[config.mk]
export PLATFORM = sky130hd
export DESIGN_NAME = ysyx_25030077_pc_unit
export DESIGN_NICKNAME = d
export VERILOG_FILES = /design/src/rtl/ysyx_25030077_pc_unit.sv
export SDC_FILE = /design/constraint.sdc
export NUM_CORES = 1
export LEC_CHECK = 0
export BUFFER_PORTS_ARGS = -buffer_cell sky130_fd_sc_hd__buf_2
export CAP_MARGIN = 40
export CORE_MARGIN = 4
export CORE_UTILIZATION = 51
export CTS_BUF_LIST = sky130_fd_sc_hd__clkbuf_16
export CTS_CLUSTER_SIZE = 12
export DETAILED_ROUTE_END_ITERATION = 6
export PLACE_DENSITY = 0.75
export SLEW_MARGIN = 20
export SYNTH_ARGS = -nofsm -noshare
export SYNTH_HDL_FRONTEND = slang
export SYNTH_SLANG_ARGS = --single-unit
export TNS_END_PERCENT = 30
[constraint.sdc]
create_clock -name clock -period 3.15 [get_ports clock]
set_input_delay 0.315 -clock clock [delete_from_list [all_inputs] [get_ports clock]]
set_output_delay 0.315 -clock clock [all_outputs]
set_load 0.03 [all_outputs]
[src/rtl/ysyx_25030077_pc_unit.sv]
// ysyx_25030077_pc_unit: architectural PC register with fetch/resolve handshakes, traps, alignment check and taken counter
module ysyx_25030077_pc_unit #(
  parameter int XLEN = 32,
  parameter logic [XLEN-1:0] RESET_VECTOR = 32'h8000_0000,
  parameter bit ALIGN_CHECK = 1'b1,
  parameter int CNT_W = 32
) (
  input  logic             clock,
  input  logic             reset,
  output logic             io_out_valid,
  input  logic             io_out_ready,
  output logic [XLEN-1:0]  io_pc,
  input  logic             io_in_valid,
  output logic             io_in_ready,
  input  logic [XLEN-1:0]  io_rs1_data,
  input  logic [XLEN-1:0]  io_rs2_data,
  input  logic [31:0]      io_instruction,
  input  logic [3:0]       io_pc_next_type,
  input  logic [XLEN-1:0]  io_mtvec,
  input  logic [XLEN-1:0]  io_mepc,
  output logic             io_exc_valid,
  output logic [XLEN-1:0]  io_exc_addr,
  output logic             io_halted,
  output logic             io_is_unknown_instruction,
  output logic [CNT_W-1:0] io_taken_count
);
  typedef enum logic [1:0] {BOOT, FETCH, EXEC, HALT} state_t;
  state_t state;
  logic [3:0] t;
  logic [31:0] inst;
  logic [XLEN-1:0] imm_j, imm_i, imm_b, target, next;
  logic is_br, slt, ult, cond, taken, unknown, stop, misalign;
  assign t = io_pc_next_type;
  assign inst = io_instruction;
  assign imm_j = {{(XLEN-20){inst[31]}}, inst[19:12], inst[20], inst[30:21], 1'b0};
  assign imm_i = {{(XLEN-12){inst[31]}}, inst[31:20]};
  assign imm_b = {{(XLEN-12){inst[31]}}, inst[7], inst[30:25], inst[11:8], 1'b0};
  always_comb begin
    is_br = t >= 4'd5 && t <= 4'd10;
    unknown = t == 4'd3 || t >= 4'd13;
    stop = unknown || t == 4'd4;
    slt = $signed(io_rs1_data) < $signed(io_rs2_data);
    ult = io_rs1_data < io_rs2_data;
    cond = t == 4'd5 ? io_rs1_data != io_rs2_data :
           t == 4'd6 ? io_rs1_data == io_rs2_data :
           t == 4'd7 ? !slt : t == 4'd8 ? !ult : t == 4'd9 ? slt : ult;
    taken = t == 4'd1 || t == 4'd2 || t == 4'd11 || t == 4'd12 || (is_br && cond);
    target = t == 4'd1 ? io_pc + imm_j :
             t == 4'd2 ? (io_rs1_data + imm_i) & ~XLEN'(1) :
             t == 4'd11 ? io_mtvec : t == 4'd12 ? io_mepc : io_pc + imm_b;
    // only taken transfers are alignment-checked; a fault redirects to the trap vector
    misalign = ALIGN_CHECK && taken && |target[1:0];
    next = misalign ? io_mtvec : taken ? target : stop ? io_pc : io_pc + XLEN'(4);
  end
  always_ff @(posedge clock or posedge reset) begin
    if (reset) begin
      state <= BOOT;
      io_pc <= RESET_VECTOR;
      io_out_valid <= 1'b0;
      io_in_ready <= 1'b0;
      io_exc_valid <= 1'b0;
      io_exc_addr <= '0;
      io_halted <= 1'b0;
      io_is_unknown_instruction <= 1'b0;
      io_taken_count <= '0;
    end else begin
      io_exc_valid <= 1'b0;
      case (state)
        BOOT: begin
          state <= FETCH;
          io_out_valid <= 1'b1;
        end
        FETCH: if (io_out_ready) begin
          state <= EXEC;
          io_out_valid <= 1'b0;
          io_in_ready <= 1'b1;
        end
        EXEC: if (io_in_valid) begin
          io_pc <= next;
          io_in_ready <= 1'b0;
          if (taken) io_taken_count <= io_taken_count + CNT_W'(1);
          if (misalign) begin
            io_exc_valid <= 1'b1;
            io_exc_addr <= target;
          end
          if (stop) begin
            state <= HALT;
            io_halted <= 1'b1;
            io_is_unknown_instruction <= unknown;
          end else begin
            state <= FETCH;
            io_out_valid <= 1'b1;
          end
        end
        default: ;
      endcase
    end
  end
endmodule

# --- After elaboration in Yosys (flattened, before gate mapping) ---
# Index checks and enable logic that the tools add are counted.
word_totals:
  ff_bits: 103
  inputBits: 168
  word_cells: 86
op_classes:
  order_cmp: 5
  muxes: 26
  eq_ne: 19
  n_addsub: 5
  reduce_logical: 22
op_table:
  columns: ["cell", "count"]
  rows:
  - ["32-bit 2-to-1 mux", 7]
  - ["32-bit adder", 3]
  - ["32-bit less-than comparator", 2]
  - ["32-bit by 1-bit adder with 32-bit output (second input constant)", 1]
  - ["32-bit by 3-bit adder with 32-bit output (second input constant)", 1]
  - ["32-bit equality test", 1]
  - ["32-bit != test", 1]
  - ["3-bit AND reduction", 6]
  - ["4-bit by 3-bit equality test with 1-bit output (second input constant)", 4]
  - ["4-bit equality test (second input constant)", 4]
  - ["1-bit 2-to-1 mux", 13]
  - ["4-bit by 2-bit equality test with 1-bit output (second input constant)", 2]
  - ["1-bit logical OR", 6]
  - ["2-bit 2-to-1 mux", 3]
  - ["2-bit != test (second input constant)", 3]
  - ["2-bit case mux with 3 select lines", 1]
  - ["4-bit by 1-bit equality test with 1-bit output (second input constant)", 1]
  - ["4-bit by 3-bit greater-or-equal comparator with 1-bit output (second input constant)", 1]
  - ["4-bit greater-or-equal comparator (second input constant)", 1]
  - ["4-bit less-or-equal comparator (second input constant)", 1]
  - ["4-bit AND reduction", 1]
  - ["1-bit logical AND", 3]
  - ["3-bit by 2-bit != test with 1-bit output (second input constant)", 1]
  - ["1-bit case mux with 3 select lines", 1]
  - ["other kinds (8)", 9]

# --- Logic depth before layout (Yosys ltp) ---
# Gate-level depths: netlist of the first run.
logic_depth:
  ltp_word: 12
  ltp_mapped: 18
  ltp_nobuf: 14

# --- Least setup slack after synthesis of the first run ---
# No wires, ideal clock.
synth_path:
  path_kind: "reg2reg"
  startpoint: "register io_pc[2]"
  endpoint: "register io_pc[31]"
  synth_period_minus_slack_ns: 3.356
  arrival_ns: 3.279
  setup_slack_ns: -0.206
  required_ns: 3.073
  path_stages_with_launch: 14
  n_path_buf: 0
  path_cell_list: "dfrtp_1 -> inv_1 -> fa_1 -> nand2b_1 -> a211o_1 -> a21oi_1 -> o211ai_1 -> a32o_1 -> o21ai_1 -> xnor2_1 -> nor2_1 -> a2111oi_0 -> nand2_1 -> a31oi_1"
synth_between:
  elab_chain_cells: 7
synth_rtl:
  columns: ["element", "line", "text"]
  rows:
  - ["start, declared", "12", "output logic [XLEN-1:0] io_pc,"]
  - ["start signal, assigned", "79", "io_pc <= next;"]
  - ["32-bit adder", "50", "t == 4'd11 ? io_mtvec : t == 4'd12 ? io_mepc : io_pc + imm_b;"]
  - ["32-bit 2-to-1 mux (2 in a row)", "50", null]
  - ["32-bit 2-to-1 mux", "49", "t == 4'd2 ? (io_rs1_data + imm_i) & ~XLEN'(1) :"]
  - ["32-bit 2-to-1 mux", "48", "target = t == 4'd1 ? io_pc + imm_j :"]
  - ["32-bit 2-to-1 mux (*) (2 in a row)", "53", "next = misalign ? io_mtvec : taken ? target : stop ? io_pc : io_pc + XLEN'(4);"]
# Every way passes the cells marked *; elsewhere a longest branch is shown, timed or not. The select of a mux whose other input is x is not followed.
# A chain may end at the register's enable or synchronous reset.

# --- Worst setup path after layout of the first run ---
layout_path:
  startpoint: "register io_pc[1]"
  endpoint: "register io_pc[23]"
layout_between:
  elab_chain_cells: 9
layout_rtl:
  columns: ["element", "line", "text"]
  rows:
  - ["32-bit adder", "50", null]
  - ["32-bit 2-to-1 mux (2 in a row)", "50", null]
  - ["32-bit 2-to-1 mux", "49", null]
  - ["32-bit 2-to-1 mux", "48", null]
  - ["2-bit OR reduction", "52", "misalign = ALIGN_CHECK && taken && |target[1:0];"]
  - ["1-bit logical AND", "52", null]
  - ["3-bit by 2-bit != test with 1-bit output (no line)", null, null]
  - ["3-bit AND reduction (no line)", null, null]
# Parallel ways exist; a longest one is shown, timed or not. The select of a mux whose other input is x is not followed.

==> flow_metrics.py, run 1 <==
metrics = {
    "place": {
        "dp_slack_ps": -341,
        "gp_congestion": 1.16,
        "io_buffer_count": 261,
        "hpwl_mm": 36.8,
    },
    "global_routing": {
        "grt_pass1_vias": 12600,
        "antenna_found_initial": 2,
        "grt_pass1_wl_mm": 67.2,
        "gr-usage-all-layers_pct": 34.2,
        "grt_start_max_net_pins": 48,
        "gr-total-overflow": 0,
    },
    "synth": {
        "yosysWarnings": 0,
        "yosysMostFrequentCell": "nand2_1",
        "synthTopCellsByCount": "207 x nand2_1, 133 x a21oi_1, 113 x o21ai_0",
        "ys_ff_latch": 103,
        "synth-async-reset-ratio_pct": 100,
        "ys_seq_area_share_pct": 22.7,
        "synth_enable_flop_cells": 0,
        "synth_ff_type": "dfrtp_1",
        "avgSynthCellArea_um2": 7.54,
        "syn-num-nets": 1788,
        "synth_top_cell_area_share_pct": 22.5,
        "synthCells": 1507,
        "netlist_top_cells_area": "dfrtp_1 22%, ha_1 12%, nand2_1 6.8%",
        "synth_area_leader_cell": "dfrtp_1",
        "synth_cell_types": 83,
        "syn_area_um2": 11400,
    },
    "sta": {
        "timing.slew.headroom_pct": 49.6,
        "timing.fmax_mhz": 308,
        "setup_ws_ps": -96.4,
        "finalSetupViolations": 6,
        "tightestPinTransition_ps": 754,
        "maxSlewViolCount": 0,
        "fin_crit_ps": 3250,
        "timing.final.crit_share_pct": 103,
        "finalHoldViolCount": 0,
        "rsz0062_at_grt": "true",
        "fin_skew_ps": 19.6,
    },
    "worst_setup_path": {
        "cpPeakStageDelay_ps": 420,
        "r2r-end": "io_pc[23]",
        "cp_cell_sequence": "ha_4 > inv_2 > fa_2 > nand2b_4 > a211o_1 > a21oi_2 > o211ai_1 > a32o_2 > buf_6 > xnor2_2 > nand2_1 > a21oi_2 > o22ai_2 > o22ai_2 > o22a_1",
        "r2r_setup_slack_ps": -100,
        "cp_data_required_time_ps": 3390,
        "crit_slowest_cell": "dfrtp_2",
        "path_class": "flip-flop to flip-flop",
        "regToRegStartpoint": "io_pc[1]",
        "worstPathMaxFanout": 4,
        "cp-start-kind": "flip-flop",
        "cp.arrival_ps": 3480,
        "worstSetupEndpointType": "flip-flop",
        "rr_worst_depth": 15,
    },
    "finish": {
        "fillers": 1805,
        "fin_util_pct": 71.7,
        "layout.area.seq_um2": 2590,
        "drive_gt1_share_pct": 33.7,
        "areaGrowthSynthToFinish_pct": 38.2,
        "fin_nets": 2268,
        "multi_input_area_um2": 8740,
    },
    "clocking": {
        "clock_path_buffers": 2,
        "clockRootBuffer": "clkbuf_16",
        "htree_levels": 3,
        "cts_tree": "done",
        "path_clk_slew_ps": 80,
        "clock_latency_ps": 360,
        "numCtsBuffers": 9,
        "cts.sinks": 103,
    },
    "outcome": {
        "status": "complete, but fails checks",
        "violations": "negative setup slack",
    },
    "floorplanning": {
        "start_util_pct": 51.9,
        "fp-row-count": 54,
        "core_area_um2": 21900,
        "dieArea_um2": 24700,
        "io_pins": 269,
        "die_h_um": 157,
        "fp.dieW_um": 157,
    },
    "drt": {
        "via_per_inst": 6.07,
        "first_pass_iters": 6,
        "wl_per_cell_um": 19.6,
        "vias": 13800,
        "drc": 0,
        "ant_nets": 0,
        "drt_iter0_markers": 1223,
        "wl_mm": 44.6,
    },
    "job": {
        "maxCapViolCount": 0,
    },
    "pwr": {
        "pwr_density_cell_nw_per_um2": 801,
        "ir_drop_mv": 0.413,
        "power_leakage_nw": 7.82,
        "finalPower_w": 0.0126,
    },
    "hold_path": {
        "min_path_cells": 3,
        "worst_hold_path.endpoint": "io_pc[31]",
        "hp-class": "input port to flip-flop",
        "hp-start": "io_mtvec[31]",
    },
}
==> worst max-delay path by stage <==
stage	slack [ps]	to	cells past startpoint	startpoint
finish	-100	io_pc[23]	15	io_pc[1]
global route	-210	io_exc_addr[25]	13	io_pc[1]
CTS	-100	io_pc[31]	15	io_pc[1]
detailed placement	-340	io_pc[31]	15	io_pc[2]
global placement	-290	io_pc[31]	15	io_pc[2]
floorplan	-80	io_pc[31]	14	io_pc[1]
==> cells in the final DEF (no fill, tap or decap), types with 27 or more instances in the layout <==
cell,n
a21o_1,41
a21oi_1,115
buf_2,261
buf_4,265
dfrtp_1,96
ha_1,101
inv_1,75
nand2_1,205
nand3_1,54
nand4_1,30
nor2_1,106
nor3_1,27
o21ai_0,91
xnor2_1,66
xor2_1,39
==> routing by layer <==
metal | part of all wire, % | track usage (%) | vias to the layer above
met1 | 41 | 47.7 | 6424
met5 | 0 | 0 | -
met3 | 12 | 6.21 | 107
met4 | 3.5 | 11.1 | 0
li1 | - | - | 6488
met2 | 44 | 53.7 | 791
==> cell type report <==
type	count	area share [%]
multi-input cells	1258	55.6
repair buffers	535	21.8
flip-flops and latches	103	16.5
well taps	280	2.23
inverters	80	1.94
clock buffers	9	1.43
clock inverters	7	0.462
diodes	4	0.0637
==> cells by family (layout without fill, tap and decap cells) <==
group	after synthesis	after routing	share of synthesized area, %
buffers and inverters	146	631	5.17
AO/OA/AOI/OAI	500	500	28.4
AND/OR/NAND/NOR	521	521	21.4
other	0	4	0
multiplexers	17	17	1.54
flip-flops	103	103	22.7
adder cells (fa/ha/maj)	113	113	12.6
XOR/XNOR	107	107	8.24
==> what timing repair did <==
action,CTS,global route
pin swaps,18,39
setup endpoints to repair,33,43
setup buffers,2,3
hold endpoints to repair,0,4
gates resized for setup,39,90
hold buffers,0,1
==> where the power goes <==
part | switching [W] | total, W | internal [W]
clock network | 0.000580 | 0.00114 | 0.000565
registers | 0.000478 | 0.00224 | 0.00176
logic | 0.00522 | 0.00920 | 0.00398
total | 0.00628 | 0.0126 | 0.00631
==> through the flow <==
| stage | hold WS [ps] | cell area (µm²) | instances | setup TNS (ps) |
|---|---|---|---|---|
| 2_1_floorplan | 431 | 11400 | 1507 | -127 |
| 3_3_place_gp | 445 | 14800 | 2250 | -3540 |
| 3_5_place_dp | 453 | 14800 | 2250 | -5060 |
| 4_1_cts | 99.9 | 15300 | 2268 | -330 |
| 5_1_grt | 215 | 15700 | 2274 | -1990 |
| 6_report | 207 | 15700 | 2276 | -376 |
==> worst max-delay path, delay by kind of cell (launching register included) <==
family / cells / cell delay [ps]
XOR/XNOR: 1 / 120
AO/OA/AOI/OAI: 8 / 1630
AND/OR/NAND/NOR: 2 / 240
buffers and inverters: 2 / 170
flip-flops: 1 / 420
adder cells (fa/ha/maj): 2 / 530
==> state kept, by name (all words and copies together), names as in the netlist <==
name,count
io_in_ready,1
io_exc_valid,1
io_exc_addr,32
io_is_unknown_instruction,1
io_out_valid,1
state,2
io_halted,1
io_pc,32
io_taken_count,32
(Power assumes the default switching activity.)
==> run 2: changes to the inputs <==
--- a/config.mk
+++ b/config.mk
@@ -5,15 +5,15 @@
 export SDC_FILE = /design/constraint.sdc
 export NUM_CORES = 1
 export LEC_CHECK = 0
+export ABC_CLOCK_PERIOD_IN_PS = 3200
 export BUFFER_PORTS_ARGS = -buffer_cell sky130_fd_sc_hd__buf_2
 export CAP_MARGIN = 40
 export CORE_MARGIN = 4
-export CORE_UTILIZATION = 51
+export CORE_UTILIZATION = 56
 export CTS_BUF_LIST = sky130_fd_sc_hd__clkbuf_16
 export CTS_CLUSTER_SIZE = 12
 export DETAILED_ROUTE_END_ITERATION = 6
-export PLACE_DENSITY = 0.75
-export SLEW_MARGIN = 20
+export PLACE_DENSITY = 0.79
 export SYNTH_ARGS = -nofsm -noshare
 export SYNTH_HDL_FRONTEND = slang
 export SYNTH_SLANG_ARGS = --single-unit
==> constraint.sdc (replaced) <==
create_clock -name clock -period 3.2 [get_ports clock]
set_input_delay 0.32 -clock clock [delete_from_list [all_inputs] [get_ports clock]]
set_output_delay 0.32 -clock clock [all_outputs]
set_load 0.03 [all_outputs]
==> flow_metrics.py, run 2 (synthesis results as in run 1) <==
metrics = {
    "outcome": {
        "status": "complete, but fails checks",
        "violations": "negative setup slack",
    },
    "drt": {
        "wl_per_cell_um": 20.4,
        "route.met2.wl_mm": 20.0,
        "wl_met3_mm": 5.47,
        "wl_mm": 44.8,
        "drt-met1-wl_mm": 17.9,
        "drt_iter0_markers": 1378,
        "first_pass_iters": 7,
        "via_per_inst": 6.28,
        "ant_nets": 0,
        "vias": 13800,
        "drc": 0,
        "top_layer_used": "met5",
    },
    "sta": {
        "timing.fmax_mhz": 311,
        "whs_ps": 45.3,
        "finalHoldViolCount": 0,
        "fin_crit_ps": 3220,
        "finalSetupViolations": 1,
        "rsz0062_at_grt": "true",
        "fin_skew_ps": 11.0,
        "timing.final.crit_share_pct": 101,
        "timing.slew.headroom_pct": 41.2,
        "tightestPinTransition_ps": 876,
        "setup_ws_ps": -19.6,
        "maxSlewViolCount": 0,
    },
    "clocking": {
        "clockRootBuffer": "clkbuf_16",
        "cts_hold_buf": 0,
        "htree_levels": 3,
        "cts_tree": "done",
        "numCtsBuffers": 9,
        "clock_path_buffers": 2,
        "cts.sinks": 103,
        "clock_latency_ps": 350,
        "path_clk_slew_ps": 80,
    },
    "place": {
        "dp_slack_ps": -231,
        "io_buffer_count": 261,
        "placed_area_um2": 14400,
        "gp_congestion": 1.11,
        "hpwl_mm": 36.3,
    },
    "floorplanning": {
        "io_pins": 269,
        "fp-row-count": 51,
        "dieArea_um2": 22600,
        "die_h_um": 150,
        "core_area_um2": 19700,
        "start_util_pct": 57.6,
        "fp.dieW_um": 150,
    },
    "global_routing": {
        "grt_pass1_vias": 12900,
        "grt_pass1_wl_mm": 67.7,
        "grt_start_max_net_pins": 49,
        "gr-usage-all-layers_pct": 38.3,
        "antenna_found_initial": 3,
        "gr-total-overflow": 0,
    },
    "finish": {
        "drive_gt1_share_pct": 30.2,
        "top_regs": "io_exc_addr: 32 flops, io_pc: 32 flops, io_taken_count: 32 flops",
        "mostFrequentLayoutCell": "buf_2",
        "most-common-layout-cells": "261 x buf_2, 208 x buf_4, 206 x nand2_1",
        "fin_util_pct": 76.6,
        "fin_nets": 2208,
        "areaGrowthSynthToFinish_pct": 32.8,
        "finalInstanceArea_um2": 15100,
    },
    "worst_setup_path": {
        "worstPathMaxFanout": 3,
        "cp_data_required_time_ps": 3480,
        "cp-start-kind": "flip-flop",
        "worstSetupEndpointType": "flip-flop",
        "cp.arrival_ps": 3500,
        "path_class": "flip-flop to flip-flop",
    },
    "pwr": {
        "ir_drop_mv": 0.349,
        "finalPower_w": 0.0119,
        "pwr_density_cell_nw_per_um2": 786,
        "power_leakage_nw": 7.50,
    },
    "hold_path": {
        "hp-class": "input port to async pin",
    },
    "job": {
        "maxCapViolCount": 0,
    },
}
[run 2: through the flow]
step                setup TNS (ps)  std cells
floorplan                    -27.3       1507
global placement             -1290       2178
detailed placement           -2540       2178
CTS                          -3.35       2194
global route                  -927       2198
finish                       -19.6       2199
[run 2: where the power goes]
part	switching (W)	internal, W	total [W]
logic	0.00493	0.00354	0.00847
clock network	0.000549	0.000555	0.00110
registers	0.000553	0.00173	0.00229
total	0.00603	0.00583	0.0119
[run 2: timing repair]
| item | in CTS | in global routing |
|---|---|---|
| buffers inserted | 0 | 4 |
| hold endpoints to repair | 0 | 0 |
| pin swaps | 3 | 23 |
| endpoints found under the setup margin | 21 | 38 |
| resized for setup | 16 | 72 |
[run 2: critical path: stages, from the launching register on]
cell	delay, ps
dfrtp_2	400
ha_4	140
inv_2	40
fa_2	370
nand2b_4	150
a211o_1	330
a21oi_2	190
o211ai_1	160
a32o_2	330
buf_6	130
o21ai_2	110
xor2_1	180
nor2_2	80
or3_1	400
a21oi_2	140
[run 2: layout make-up]
type	instances	area (µm²)
flip-flops and latches	103	2580
fillers	1504	4620
inverters	80	304
clock inverters	7	72.6
repair buffers	475	2970
well taps	265	332
clock buffers	9	225
multi-input cells	1258	8600
diodes	2	5.00
[run 2: path summary, 6_finish.rpt]
path | depth (start not counted) | to | slack [ps] | start
worst min register to register | 2 | io_exc_addr[29] | 480 | io_exc_addr[29]
worst min-delay path | 2 | io_exc_addr[3] | 50 | reset
worst max register to register | 14 | io_pc[27] | -20 | io_pc[1]
worst max-delay path | 14 | io_pc[27] | -20 | io_pc[1]
min in group clock | 3 | io_pc[0] | 220 | io_mtvec[0]
max in group asynchronous | 3 | io_pc[31] | 2260 | reset
[run 2: layer usage]
layer,up-vias,global-route usage [%]
met3,116,7.16
li1,6371,-
met2,858,60.3
met5,-,0
met1,6461,52.5
met4,4,13.8
